### src/rtl/period_meter.sv
// rtl/period_meter.sv - measures clk_in cycles between rising edges of an asynchronous slow signal
// Continuous measurement with sticky timeout; the first edge after arming only starts the count.
module period_meter #(
  parameter int CNT_W   = 16,
  parameter int TIMEOUT = 65535
) (
  input  logic             clk_in,
  input  logic             reset,
  input  logic             enable,
  input  logic             sig_in,
  output logic [CNT_W-1:0] period,
  output logic             period_valid,
  output logic             timeout,
  output logic             busy
);

  typedef enum logic [1:0] {IDLE, ARM, MEASURE} state_t;

  localparam logic [CNT_W-1:0] TIMEOUT_C = CNT_W'(TIMEOUT);
  localparam logic [CNT_W-1:0] ONE_C     = CNT_W'(1);

  state_t           r_state;
  state_t           w_state_next;
  logic             r_sync1;
  logic             r_sync2;
  logic             r_hist;
  logic             w_rise;
  logic [CNT_W-1:0] r_count;
  logic [CNT_W-1:0] w_count_next;
  logic [CNT_W-1:0] r_period;
  logic             r_period_valid;
  logic             r_timeout;
  logic             w_accept;
  logic             w_expire;

  // Synchronizer runs in every state so a level already high on arming is not an edge.
  always_ff @(posedge clk_in or negedge reset) begin
    if (!reset) begin
      r_sync1 <= 1'b0;
      r_sync2 <= 1'b0;
      r_hist  <= 1'b0;
    end else begin
      r_sync1 <= sig_in;
      r_sync2 <= r_sync1;
      r_hist  <= r_sync2;
    end
  end

  assign w_rise = r_sync2 & ~r_hist;

  always_ff @(posedge clk_in or negedge reset) begin
    if (!reset) begin
      r_state <= IDLE;
    end else begin
      r_state <= w_state_next;
    end
  end

  always_comb begin
    w_state_next = r_state;
    w_count_next = r_count;
    w_accept     = 1'b0;
    w_expire     = 1'b0;
    if (!enable) begin
      w_state_next = IDLE;
      w_count_next = '0;
    end else begin
      case (r_state)
        IDLE: begin
          w_state_next = ARM;
          w_count_next = '0;
        end
        ARM: begin
          if (w_rise) begin
            w_state_next = MEASURE;
            w_count_next = ONE_C;
          end
        end
        MEASURE: begin
          // An edge landing on the timeout count still counts as a valid measurement.
          if (w_rise) begin
            w_accept     = 1'b1;
            w_count_next = ONE_C;
          end else if (r_count == TIMEOUT_C) begin
            w_expire     = 1'b1;
            w_state_next = ARM;
            w_count_next = '0;
          end else begin
            w_count_next = r_count + ONE_C;
          end
        end
        default: begin
          w_state_next = IDLE;
          w_count_next = '0;
        end
      endcase
    end
  end

  always_ff @(posedge clk_in or negedge reset) begin
    if (!reset) begin
      r_count        <= '0;
      r_period       <= '0;
      r_period_valid <= 1'b0;
      r_timeout      <= 1'b0;
    end else begin
      r_count        <= w_count_next;
      r_period_valid <= w_accept;
      if (w_accept) begin
        r_period <= r_count;
      end
      if (w_accept || !enable) begin
        r_timeout <= 1'b0;
      end else if (w_expire) begin
        r_timeout <= 1'b1;
      end
    end
  end

  assign period       = r_period;
  assign period_valid = r_period_valid;
  assign timeout      = r_timeout;
  assign busy         = (r_state != IDLE);

endmodule

### config.mk
export PLATFORM = sky130hd
export DESIGN_NAME = period_meter
export DESIGN_NICKNAME = d
export VERILOG_FILES = /design/src/rtl/period_meter.sv
export SDC_FILE = /design/constraint.sdc
export NUM_CORES = 1
export LEC_CHECK = 0
export BUFFER_PORTS_ARGS = -buffer_cell sky130_fd_sc_hd__buf_4
export CAP_MARGIN = 20
export CORE_MARGIN = 3
export CORE_UTILIZATION = 45
export DETAILED_ROUTE_END_ITERATION = 10
export PLACE_DENSITY = 0.64
export SYNTH_ARGS = -nofsm -noshare
export SYNTH_HDL_FRONTEND = slang
export SYNTH_SLANG_ARGS = --single-unit
export TNS_END_PERCENT = 100
### constraint.sdc
create_clock -name clk_in -period 4.1 [get_ports clk_in]
set_input_delay 1.025 -clock clk_in [delete_from_list [all_inputs] [get_ports clk_in]]
set_output_delay 1.025 -clock clk_in [all_outputs]
set_load 0.005 [all_outputs]
* After elaboration in Yosys (flattened, before gate mapping) *
Index checks and enable logic that the tools add are counted.

storage, ports and cells
  output and inout port bits = 19
  flip-flop bits (word level) = 39
  input bits = 4
  word-level logic and storage cells = 42

cells by class
  reductions and logical operators = 6
  add/subtract/negate cells = 1
  bitwise gates (word level) = 2
  mux-type cells = 19
  equality and inequality tests = 6

operators by type and width
  operator                 number
  $mux W16                 4
  $pmux W16 S2             1
  $add A16 B1 Y16 const B  1
  $eq A16 B16 Y1 const B   1
  $mux W1                  9
  $ne A3 B3 Y1 const B     3
  $mux W2                  4
  $pmux W2 S3              1
  $reduce_bool A2 Y1       2
  $reduce_and A3 Y1        1
  $eq A2 B1 Y1 const B     1
  $eq A2 B2 Y1 const B     1
  $logic_not A2 Y1         1
  $and A1 B1 Y1            1
  $logic_not A1 Y1         1
  $logic_or A1 B1 Y1       1
  $not A1 Y1               1

* Logic depth before layout (Yosys ltp) *
Gate-level depths: netlist (run 1).

  word-level depth = 7
  mapped depth = 7
  gate-level depth less buffers = 6

* Least setup slack after synthesis (run 1) *
OpenSTA, ideal clock, no wires.

  path type = input-to-reg
  start point = input enable
  end point = register r_count[11]
  slack = 1904 ps
  setup time = 104 ps
  stages = 5
  required time = 3996 ps
  data arrival time = 2093 ps
  buffers on the path = 1
  cell sequence = buf_2 nand4_1 a31oi_4 nand2_4 o311ai_1

on the way
  word-level cells in the longest chain between the ends = 1
  elaborated cells between the ends (all ways) = 2
  those cells by class = 1 x eq/ne; 1 x mux

RTL lines
  item                                                       line  text
  from (decl)                                                9     input logic enable,
  $ne A3 B3 Y1 (no source line) or $mux W16 (tied branches)  n/a
  to (signal assigned)                                       107   r_count <= w_count_next;
  to (decl)                                                  28    logic [CNT_W-1:0] r_count;

Several ways; a longest one is shown, not always the timed one.
A chain may end at the register's enable or synchronous reset.

* Worst setup path after layout (run 1) *
  start point = register r_state[1]
  end point = output busy

on the way
  word-level cells in the longest chain between the ends = 1

RTL lines
  item                    line  text
  from (decl)             22    state_t r_state;
  from (signal assigned)  55    r_state <= w_state_next;
  $reduce_bool A2 Y1      123   assign busy = (r_state != IDLE);
  to (decl)               14    output logic busy

Every way passes these cells.

==> results of run 1 <==
==> worst paths after layout <==
check                      startpoint         end  cells after the start
max in group asynchronous       reset     timeout                      1
setup reg to reg           r_state[0]  period[14]                      4
min in group asynchronous       reset   period[7]                      1
hold / removal                r_sync1     r_sync2                      0
hold reg to reg               r_sync1     r_sync2                      0
setup / recovery           r_state[1]        busy                      4
==> power by group <==
| group | leakage [nW] | total [W] | internal [W] | switching (W) |
|---|---|---|---|---|
| logic | 0.410 | 0.000153 | 0.0000626 | 0.0000903 |
| clock network | 0.0612 | 0.000328 | 0.000197 | 0.000132 |
| registers | 0.536 | 0.000410 | 0.000397 | 0.0000127 |
==> layout make-up <==
cell class	instances	area [sq um]
inverters	8	30.0
clock buffers	6	82.6
flip-flops and latches	39	976
repair buffers	22	165
well taps	48	60.1
multi-input cells	120	822
fillers	329	1660
clock inverters	2	35.0
==> registers in the layout (all words and copies together) (netlist names) <==
signal	count
r_sync1	1
r_count	16
r_hist	1
r_state	2
r_sync2	1
period	16
timeout	1
period_valid	1
==> critical path, cell delays in order (launching register included) <==
cell,delay (ps)
dfrtp_1,410
inv_1,120
ha_1,190
inv_1,40
buf_4,120
==> cells by family after synthesis <==
kind of cell | after synthesis | synth area share
adders and majority gates | 5 | 0.0337
muxes | 16 | 0.0963
xor gates and xnor gates | 4 | 0.0189
buffers and inverters | 13 | 0.0323
DFF | 39 | 0.525
AOI/OAI and AO/OA | 28 | 0.114
and+or+nand+nor | 67 | 0.180
==> cells in the final DEF (no fill, tap or decap) <==
cell	count
clkbuf_8	6
mux2i_1	1
clkinv_2	1
nand2_1	21
ha_1	5
o31ai_1	2
a31oi_4	1
xor2_1	4
and4_4	1
nand4_1	4
or3_1	2
nor3_1	2
o221a_2	1
buf_4	22
a31oi_1	1
nor2_1	11
a21oi_1	7
nand3_1	16
nand2b_1	2
o311ai_2	2
and2_1	1
o311ai_1	2
bufinv_16	1
o211a_1	1
and3_1	2
and2_4	1
or2_2	1
nand3_2	1
dfrtp_1	39
nand2_4	1
inv_1	8
mux2_2	15
o21ai_0	7
o22ai_1	3
and2b_1	1
a41oi_1	1
==> stage by stage <==
stage	cells	util	area (sq um)	total power, W
3_3_place_gp	237	0.537	2050	0.000563
3_5_place_dp	237	0.537	2050	0.000571
2_1_floorplan	172	-	1860	0.000523
6_report	245	0.567	2170	0.000891
4_1_cts	245	0.567	2170	0.000907
5_1_grt	245	0.567	2170	0.000943
==> layer usage <==
layer | vias to the layer above | share of wire | global-route usage | wire length (um)
met3 | 9 | 0.049 | 0.0432 | 167
met4 | 0 | 0.024 | 0.0766 | 81
met5 | - | 0 | 0 | 0
met2 | 30 | 0.46 | 0.238 | 1580
li1 | 658 | - | - | -
met1 | 652 | 0.46 | 0.194 | 1580
==> summary.md, run 1 <==
| Metric | Value |
|---|---|
| Die X | 70.3 um |
| FMAX | 0.453 GHz |
| Clock sink total | 39 |
| Synth area leaders | dfrtp_1 (53%), mux2_2 (9.1%), nand3_1 (4.3%) |
| Max IR drop VDD | 311 uV |
| Routability-driven placement congestion ratio | between 0.8 and 0.9 |
| Worst Tran Pin Value | 855 ps |
| Setup ws final | 1890 ps |
| Unique masters post-synth | 35 |
| Routed Antenna Nets | 0 |
| Pins over their slew limit | 0 |
| Vias in the first global route | ~1300 |
| Worst setup EP type | output port |
| Number of synthesized register bits | 39 |
| Post-layout nets | 205 |
| Slew margin rel. | 0.428 |
| Area leader, netlist | dfrtp_1 |
| Vias per cell | 5.51 |
| Post-synth EDFFs | 0 |
| Crit path required time | 3070 ps |
| Synth cell count leaders | dfrtp_1 (39), nand2_1 (21), nand3_1 (16) |
| Share of cells above drive strength 1 | 0.274 |
| CTS Root Cell | clkbuf_8 |
| Mean Syn Cell Area | between 10 and 15 sq um |
| Largest net degree at the start of global routing | 40 |
| Max-Cap Viols | 0 |
| Die H | 70.3 um |
| Ant. Diodes | 0 |
| Post-Syn Area | 1860 sq um |
| Post-CTS Resized | 0 |
| Final Hold Vio Count | 0 |
| Ys flop type | dfrtp_1 |
| Final worst-path cycle share | 0.539 |
| Ports | 23 |
| Tmin final | 2210 ps |
| Syn. warnings | 0 |
| # DRC | 0 |
| Syn Inst Count | 172 |
| Hold slack | 356 ps |
| Syn nets | 181 |
| Crit path launch type | flop |
| Initial antenna violation count | 0 |
| Worst hold path type | reg -> reg |
| Area share of the largest cell type after synthesis | 0.525 |
| Final wirelength | 3.41 mm |
| CTS Buf Count | 5 |
| Initial Util | 0.486 |
| GR Util All Layers | 0.153 |
| TritonCTS clock tree | yes |
| Layout Skew | 7.24 ps |
| First-pass GRT wire length | 5.98 mm |
| Clock-pin slew on the worst setup and hold paths | 70 ps |
| Clk buf depth | 2 |
| Synth-to-layout area growth | 16.8% |
| Leakage power | 1.01 nW |
| Count leader, synth | dfrtp_1 |
| RSZ-0062 raised after global routing | false |
| Postcts setup bufs | 0 |
| Final setup viols | 0 |
| Clk_lat worst skew | roughly 290 ps |
| Worst Path Arrival | roughly 1200 ps |
| GR Overflow Total | 0 |
| Sequential share of the synthesized area | 0.525 |
| Reg2reg setup slack | 2050 ps |
| Crit path kind | reg -> out |
| Async S/R FF share, synth | 1.00 |
| Routed len/inst | 13.9 um |
| Max FO, Critical Path | 3 |
| PD cells | about 410 nW/um^2 |
| Row cnt | 22 |
| Die area | 4940 sq um |
| Outcome | completed |
| H-tree levels | 2 |
| Vias | 1349 |
| DRT iter0 DRCs | 78 |
| Core Footprint | 3830 sq um |
| Placement Setup Slack | roughly 1600 ps |
| Setup TNS | 0 ps |
| Pre-Repair DR Iteration Count | 4 |
| Post-DP HPWL | 2.38 mm |
| Port buffer count | 22 |
| Post-CTS Hold Buffers | 0 |
(Power assumes the default switching activity.)
==> run 2: changes to the inputs <==
--- a/config.mk
+++ b/config.mk
@@ -5,12 +5,13 @@
 export SDC_FILE = /design/constraint.sdc
 export NUM_CORES = 1
 export LEC_CHECK = 0
+export ABC_AREA = 1
 export BUFFER_PORTS_ARGS = -buffer_cell sky130_fd_sc_hd__buf_4
 export CAP_MARGIN = 20
 export CORE_MARGIN = 3
 export CORE_UTILIZATION = 45
 export DETAILED_ROUTE_END_ITERATION = 10
-export PLACE_DENSITY = 0.64
+export PLACE_DENSITY = 0.67
 export SYNTH_ARGS = -nofsm -noshare
 export SYNTH_HDL_FRONTEND = slang
 export SYNTH_SLANG_ARGS = --single-unit
==> constraint.sdc (replaced) <==
create_clock -name clk_in -period 1.89 [get_ports clk_in]
set_input_delay 0.4725 -clock clk_in [delete_from_list [all_inputs] [get_ports clk_in]]
set_output_delay 0.4725 -clock clk_in [all_outputs]
set_load 0.005 [all_outputs]
==> run 2 against run 1 <==
Power rose by 130%; die area rose by 5.7%; synthesized area rose by 6.2%; critical endpoint is now period[5]; critical path type is now reg -> reg; sequential cell count did not move.
==> summary.md, run 2 <==
| Metric | Value |
|---|---|
| Outcome | completed |
| WP buf/inv | 2 |
| Max FO, Critical Path | 27 |
| Crit path kind | reg -> reg |
| Pins over their slew limit | 0 |
| GR Overflow Total | 0 |
| Postcts setup bufs | 0 |
| Largest net degree at the start of global routing | 40 |
| Count leader, synth | nand2_1 |
| Die area | 5220 sq um |
| Unique masters post-synth | 22 |
| Slew margin rel. | 0.661 |
| R2r startpoint | r_state[0] |
| Post-CTS Hold Buffers | 0 |
| Commonest non-fill, non-tap cell in the layout | nand2_1 |
| Final setup viols | 0 |
| Die X | 72.2 um |
| Tmin final | 1670 ps |
| Routability-driven placement congestion ratio | 0.858 |
| Post-CTS Resized | 0 |
| PD cells | around 900 nW/um^2 |
| Setup TNS | 0 ps |
| TritonCTS clock tree | yes |
| Crit path launch type | flop |
| Ports | 23 |
| Area leader, netlist | dfrtp_1 |
| Worst-path cell chain | inv_1 > ha_1 > nand2_2 > nor2_4 > inv_2 > nand2_1 > o21ai_2 |
| Syn nets | 250 |
| Max IR drop VDD | about 470 uV |
| Vias | around 1500 |
| Syn. warnings | 0 |
| Initial antenna violation count | 0 |
| Worst Tran Pin Value | 508 ps |
| Worst hold path type | in -> async |
| Number of synthesized register bits | 39 |
| Final worst-path cycle share | 0.885 |
| Worst setup EP type | flop |
| Fill count | approximately 380 |
| Routed len/inst | 11.6 um |
| DRT iter0 DRCs | 85 |
| # DRC | 0 |
| CP peak stage delay | 420 ps |
| Sequential share of the synthesized area | 0.495 |
| Post-Syn Area | 1970 sq um |
| Die H | 72.2 um |
| Clk_lat worst skew | 290 ps |
| Post-synth EDFFs | 0 |
| Ant. Diodes | 0 |
| Async S/R FF share, synth | 1.00 |
| Setup crit start | r_state[0] |
| Row cnt | 23 |
| GR Util All Layers | 0.160 |
| Pre-Repair DR Iteration Count | 4 |
| RSZ-0062 raised after global routing | false |
| Vias per cell | 4.81 |
| Leakage power | about 1.1 nW |
| Core Footprint | 4120 sq um |
| Post-DP HPWL | 2.74 mm |
| Core Util, Final | 0.559 |
| Area share of the largest cell type after synthesis | 0.495 |
| Clock sink total | 39 |
| Crit path required time | 2050 ps |
| Routed Antenna Nets | 0 |
| Worst Path Arrival | roughly 1800 ps |
| Port buffer count | 22 |
| CTS Root Cell | clkbuf_8 |
| Clock-pin slew on the worst setup and hold paths | approximately 70 ps |
| Synth cell count leaders | nand2_1 (77), dfrtp_1 (39), nor2_1 (31) |
| Synth-to-layout area growth | 16.6% |
| Initial Util | 0.479 |
| Synth area leaders | dfrtp_1 (49%), nand2_1 (15%), nor2_1 (5.9%) |
| CTS Buf Count | 5 |
| Delay-heaviest family, CP | simple AND/OR/NAND/NOR gates |
| H-tree levels | 2 |
| Share of cells above drive strength 1 | 0.205 |
| Layout Skew | around 8.1 ps |
| Post-layout nets | 276 |
| Mean Syn Cell Area | between 8 and 9 sq um |
| CP max-delay cell | dfrtp_1 |
| Final wirelength | 3.70 mm |
| FMAX | around 0.6 GHz |
| Final Hold Vio Count | 0 |
| Clk buf depth | 2 |
| Ys flop type | dfrtp_1 |
| Most frequent cells in the layout | nand2_1 (77), dfrtp_1 (39), nor2_1 (31), inv_1 (28), buf_4 (23) |
| Max-Cap Viols | 0 |
| First-pass GRT wire length | 6.45 mm |
| Vias in the first global route | 1409 |
| Syn Inst Count | 241 |
[run 2: changes by cell type after synthesis, moves of 3 or more]
cell     delta
nor2_2      +3
mux2_2     -15
buf_2       -3
inv_1      +20
buf_6       +3
nand3_1     -4
o22ai_1     -3
nor2_1     +20
a21oi_1     -5
inv_2       +3
nand2_1    +56
o21ai_2    +12
[run 2: final cells by class]
type / instances / area (sq um) / area share
tap: 50 / 62.6 / 0.0272
timing repair buffer: 23 / 173 / 0.0751
clock buffer: 5 / 68.8 / 0.0299
clock inverter: 3 / 67.6 / 0.0294
sequential: 39 / 976 / 0.424
multi-input combinational: 166 / 831 / 0.361
inverter: 32 / 121 / 0.0528
[run 2: layer usage]
layer  up-vias  global-route usage  wire length, um
met4         0              0.0772               85
li1        798                   -                -
met3         7              0.0443              203
met1       691               0.220             1800
met5         -                   0                0
met2        35               0.233             1610
[run 2: final timing paths]
kind	to	slack, ps	cells after the start
max	period[5]	220	7
min	period[2]	150	1
max reg2reg	period[5]	220	7
min reg2reg	r_sync2	350	0
max in group asynchronous	period[3]	1400	1
min in group clk_in	r_sync1	290	1
[run 2: power breakdown]
| part | switching [W] | internal [W] |
|---|---|---|
| logic | 0.000215 | 0.000118 |
| clock network | 0.000294 | 0.000526 |
| registers | 0.0000290 | 0.000866 |
[run 2: metrics by stage]
stage | instance area [sq um] | setup slack (ps) | cells | total power (W) | hold slack (ps)
after global placement | 2160 | 252 | 310 | 0.00124 | 335
after detailed placement | 2160 | 230 | 310 | 0.00125 | 337
final | 2300 | 217 | 318 | 0.00205 | 147
after CTS | 2300 | 206 | 318 | 0.00208 | 160
after global routing | 2300 | 69.3 | 318 | 0.00216 | 181
after floorplan | 1970 | 531 | 241 | 0.00115 | 177
[run 2: cell families after synthesis]
family,share of synthesized area
flip-flops,0.495
buffers and inverters,0.0843
AND/OR/NAND/NOR,0.289
XOR/XNOR,0.0222
AO/OA/AOI/OAI,0.0786
adder cells (fa/ha/maj),0.0317
==> run 3: changes to the inputs <==
--- a/config.mk
+++ b/config.mk
@@ -8,7 +8,7 @@
 export ABC_AREA = 1
 export BUFFER_PORTS_ARGS = -buffer_cell sky130_fd_sc_hd__buf_4
 export CAP_MARGIN = 20
-export CORE_MARGIN = 3
+export CORE_MARGIN = 2
 export CORE_UTILIZATION = 45
 export DETAILED_ROUTE_END_ITERATION = 10
 export PLACE_DENSITY = 0.67
==> run 3 against run 2 <==
Non-clock buffer count stayed put; worst setup slack better by 29 ps; clock skew hardly changed; sequential share of layout area hardly changed; via count is 2.6% higher; sequential power hardly changed; critical path depth stayed put; clock power hardly changed; critical endpoint unchanged.
==> summary.md, run 3 (same netlist as run 2, synthesis figures left out) <==
| Metric | Value |
|---|---|
| FF-to-FF path depth | 7 |
| Placement Setup Slack | 230 ps |
| R2r startpoint | r_state[0] |
| Initial Util | 0.459 |
| Ports | 23 |
| Slew margin rel. | 0.659 |
| RSZ-0062 raised after global routing | false |
| Setup crit start | r_state[0] |
| Vias in the first global route | about 1500 |
| CP peak stage delay | about 420 ps |
| Tmin final | 1640 ps |
| Most frequent cells in the layout | nand2_1 (77), dfrtp_1 (39), nor2_1 (31), inv_1 (28), buf_4 (23) |
| Row cnt | 24 |
| DRT iter0 DRCs | between 100 and 150 |
| FMAX | approximately 0.6 GHz |
| Worst Setup EP | period[5] |
| GR Util All Layers | 0.170 |
| Final Hold Vio Count | 0 |
| Worst setup EP type | flop |
| Crit path kind | reg -> reg |
| Clock-pin slew on the worst setup and hold paths | 80 ps |
| Die area | about 4900 sq um |
| Vias per cell | around 4.9 |
| Die H | 70.2 um |
| Post-layout nets | 276 |
| Routability-driven placement congestion ratio | between 0.8 and 0.9 |
| Clk buf depth | 2 |
| Outcome | completed |
| Postcts setup bufs | 0 |
| Routed len/inst | 12.0 um |
| Pins over their slew limit | 0 |
| Clk_lat worst skew | about 300 ps |
| Post-CTS Hold Buffers | 0 |
| Core Footprint | 4290 sq um |
| Max-Cap Viols | 0 |
| Worst Tran Pin Value | between 500 and 600 ps |
| CTS Buf Count | 5 |
| Layout Skew | 8.21 ps |
| Synth-to-layout area growth | 16.5% |
| Reg2reg setup slack | 250 ps |
| Leakage power | around 1.1 nW |
| Share of cells above drive strength 1 | 0.201 |
| Final wirelength | 3.85 mm |
| WP buf/inv | 2 |
| Final worst-path cycle share | 0.870 |
| Ant. Diodes | 0 |
| GR Overflow Total | 0 |
| Critical path depth | 7 |
| Max IR drop VDD | between 400 and 500 uV |
| CTS Root Cell | clkbuf_8 |
| Post-DP HPWL | 2.82 mm |
| Final setup viols | 0 |
| Post-CTS Resized | 0 |
| Commonest non-fill, non-tap cell in the layout | nand2_1 |
| R2R Path End | period[5] |
| Initial antenna violation count | 0 |
| Fill count | 405 |
| Worst-path cell chain | inv_1 > ha_1 > nand2_2 > nor2_4 > inv_2 > nand2_1 > o21ai_2 |
| Crit path required time | 2070 ps |
| Crit path launch type | flop |
| Die X | 70.2 um |
| Worst hold path type | in -> async |
| Port buffer count | 22 |
| Worst Path Arrival | 1820 ps |
| Vias | ~1600 |
| Largest net degree at the start of global routing | 40 |
| H-tree levels | 2 |
| # DRC | 0 |
| Max FO, Critical Path | 27 |
| Routed Antenna Nets | 0 |
| Pre-Repair DR Iteration Count | 4 |
| First-pass GRT wire length | 6.59 mm |
| Setup ws final | 246 ps |
| Delay-heaviest family, CP | simple AND/OR/NAND/NOR gates |
| PD cells | 891 nW/um^2 |
| TritonCTS clock tree | yes |
| CP max-delay cell | dfrtp_1 |
| Setup TNS | 0 ps |
| Clock sink total | 39 |
## run 3: cell types whose count changed in the layout (fill, tap and decap cells not counted)
cell	previous run	this run
clkbuf_1	0	1
clkinvlp_4	1	0
## run 3: how the worst min path moves through the flow
stage,cells past startpoint,to,startpoint,slack (ps)
after floorplan,0,period[0],reset,180
after global placement,0,r_sync2,r_sync1,330
after detailed placement,0,r_sync2,r_sync1,340
after CTS,1,period[3],reset,160
after global routing,1,period[3],reset,170
final,1,period[0],reset,130
## run 3: report_power, final
part | internal [W] | total (W) | switching (W) | leakage, nW
Combinational | 0.000117 | 0.000330 | 0.000213 | 0.546
Sequential | 0.000866 | 0.000896 | 0.0000301 | 0.536
Clock | 0.000528 | 0.000823 | 0.000296 | 0.0654
## run 3: final cells by class
type                       count  area, sq um  share of cell area
sequential                    39          976               0.425
multi-input combinational    166          831               0.361
timing repair buffer          23          173              0.0751
inverter                      32          121              0.0528
clock buffer                   6         72.6              0.0316
tap                           52         65.1              0.0283
clock inverter                 2         60.1              0.0261
## run 3: per-layer routing
layer / up-vias / global-route usage / share of wire
li1: 799 / - / -
met3: 5 / 0.0433 / 0.051
met4: 0 / 0.0577 / 0.014
met5: - / 0 / 0
met1: 728 / 0.231 / 0.49
met2: 39 / 0.266 / 0.44
## run 3: metrics by stage
| stage | area (sq um) | hold WS [ps] | total power (W) | util | std cells |
|---|---|---|---|---|---|
| after floorplan | 1970 | 177 | 0.00115 | - | 241 |
| after global placement | 2170 | 334 | 0.00124 | 0.504 | 312 |
| after detailed placement | 2170 | 340 | 0.00125 | 0.504 | 312 |
| after CTS | 2300 | 158 | 0.00207 | 0.535 | 320 |
| after global routing | 2300 | 173 | 0.00215 | 0.535 | 320 |
| final | 2300 | 134 | 0.00205 | 0.535 | 320 |
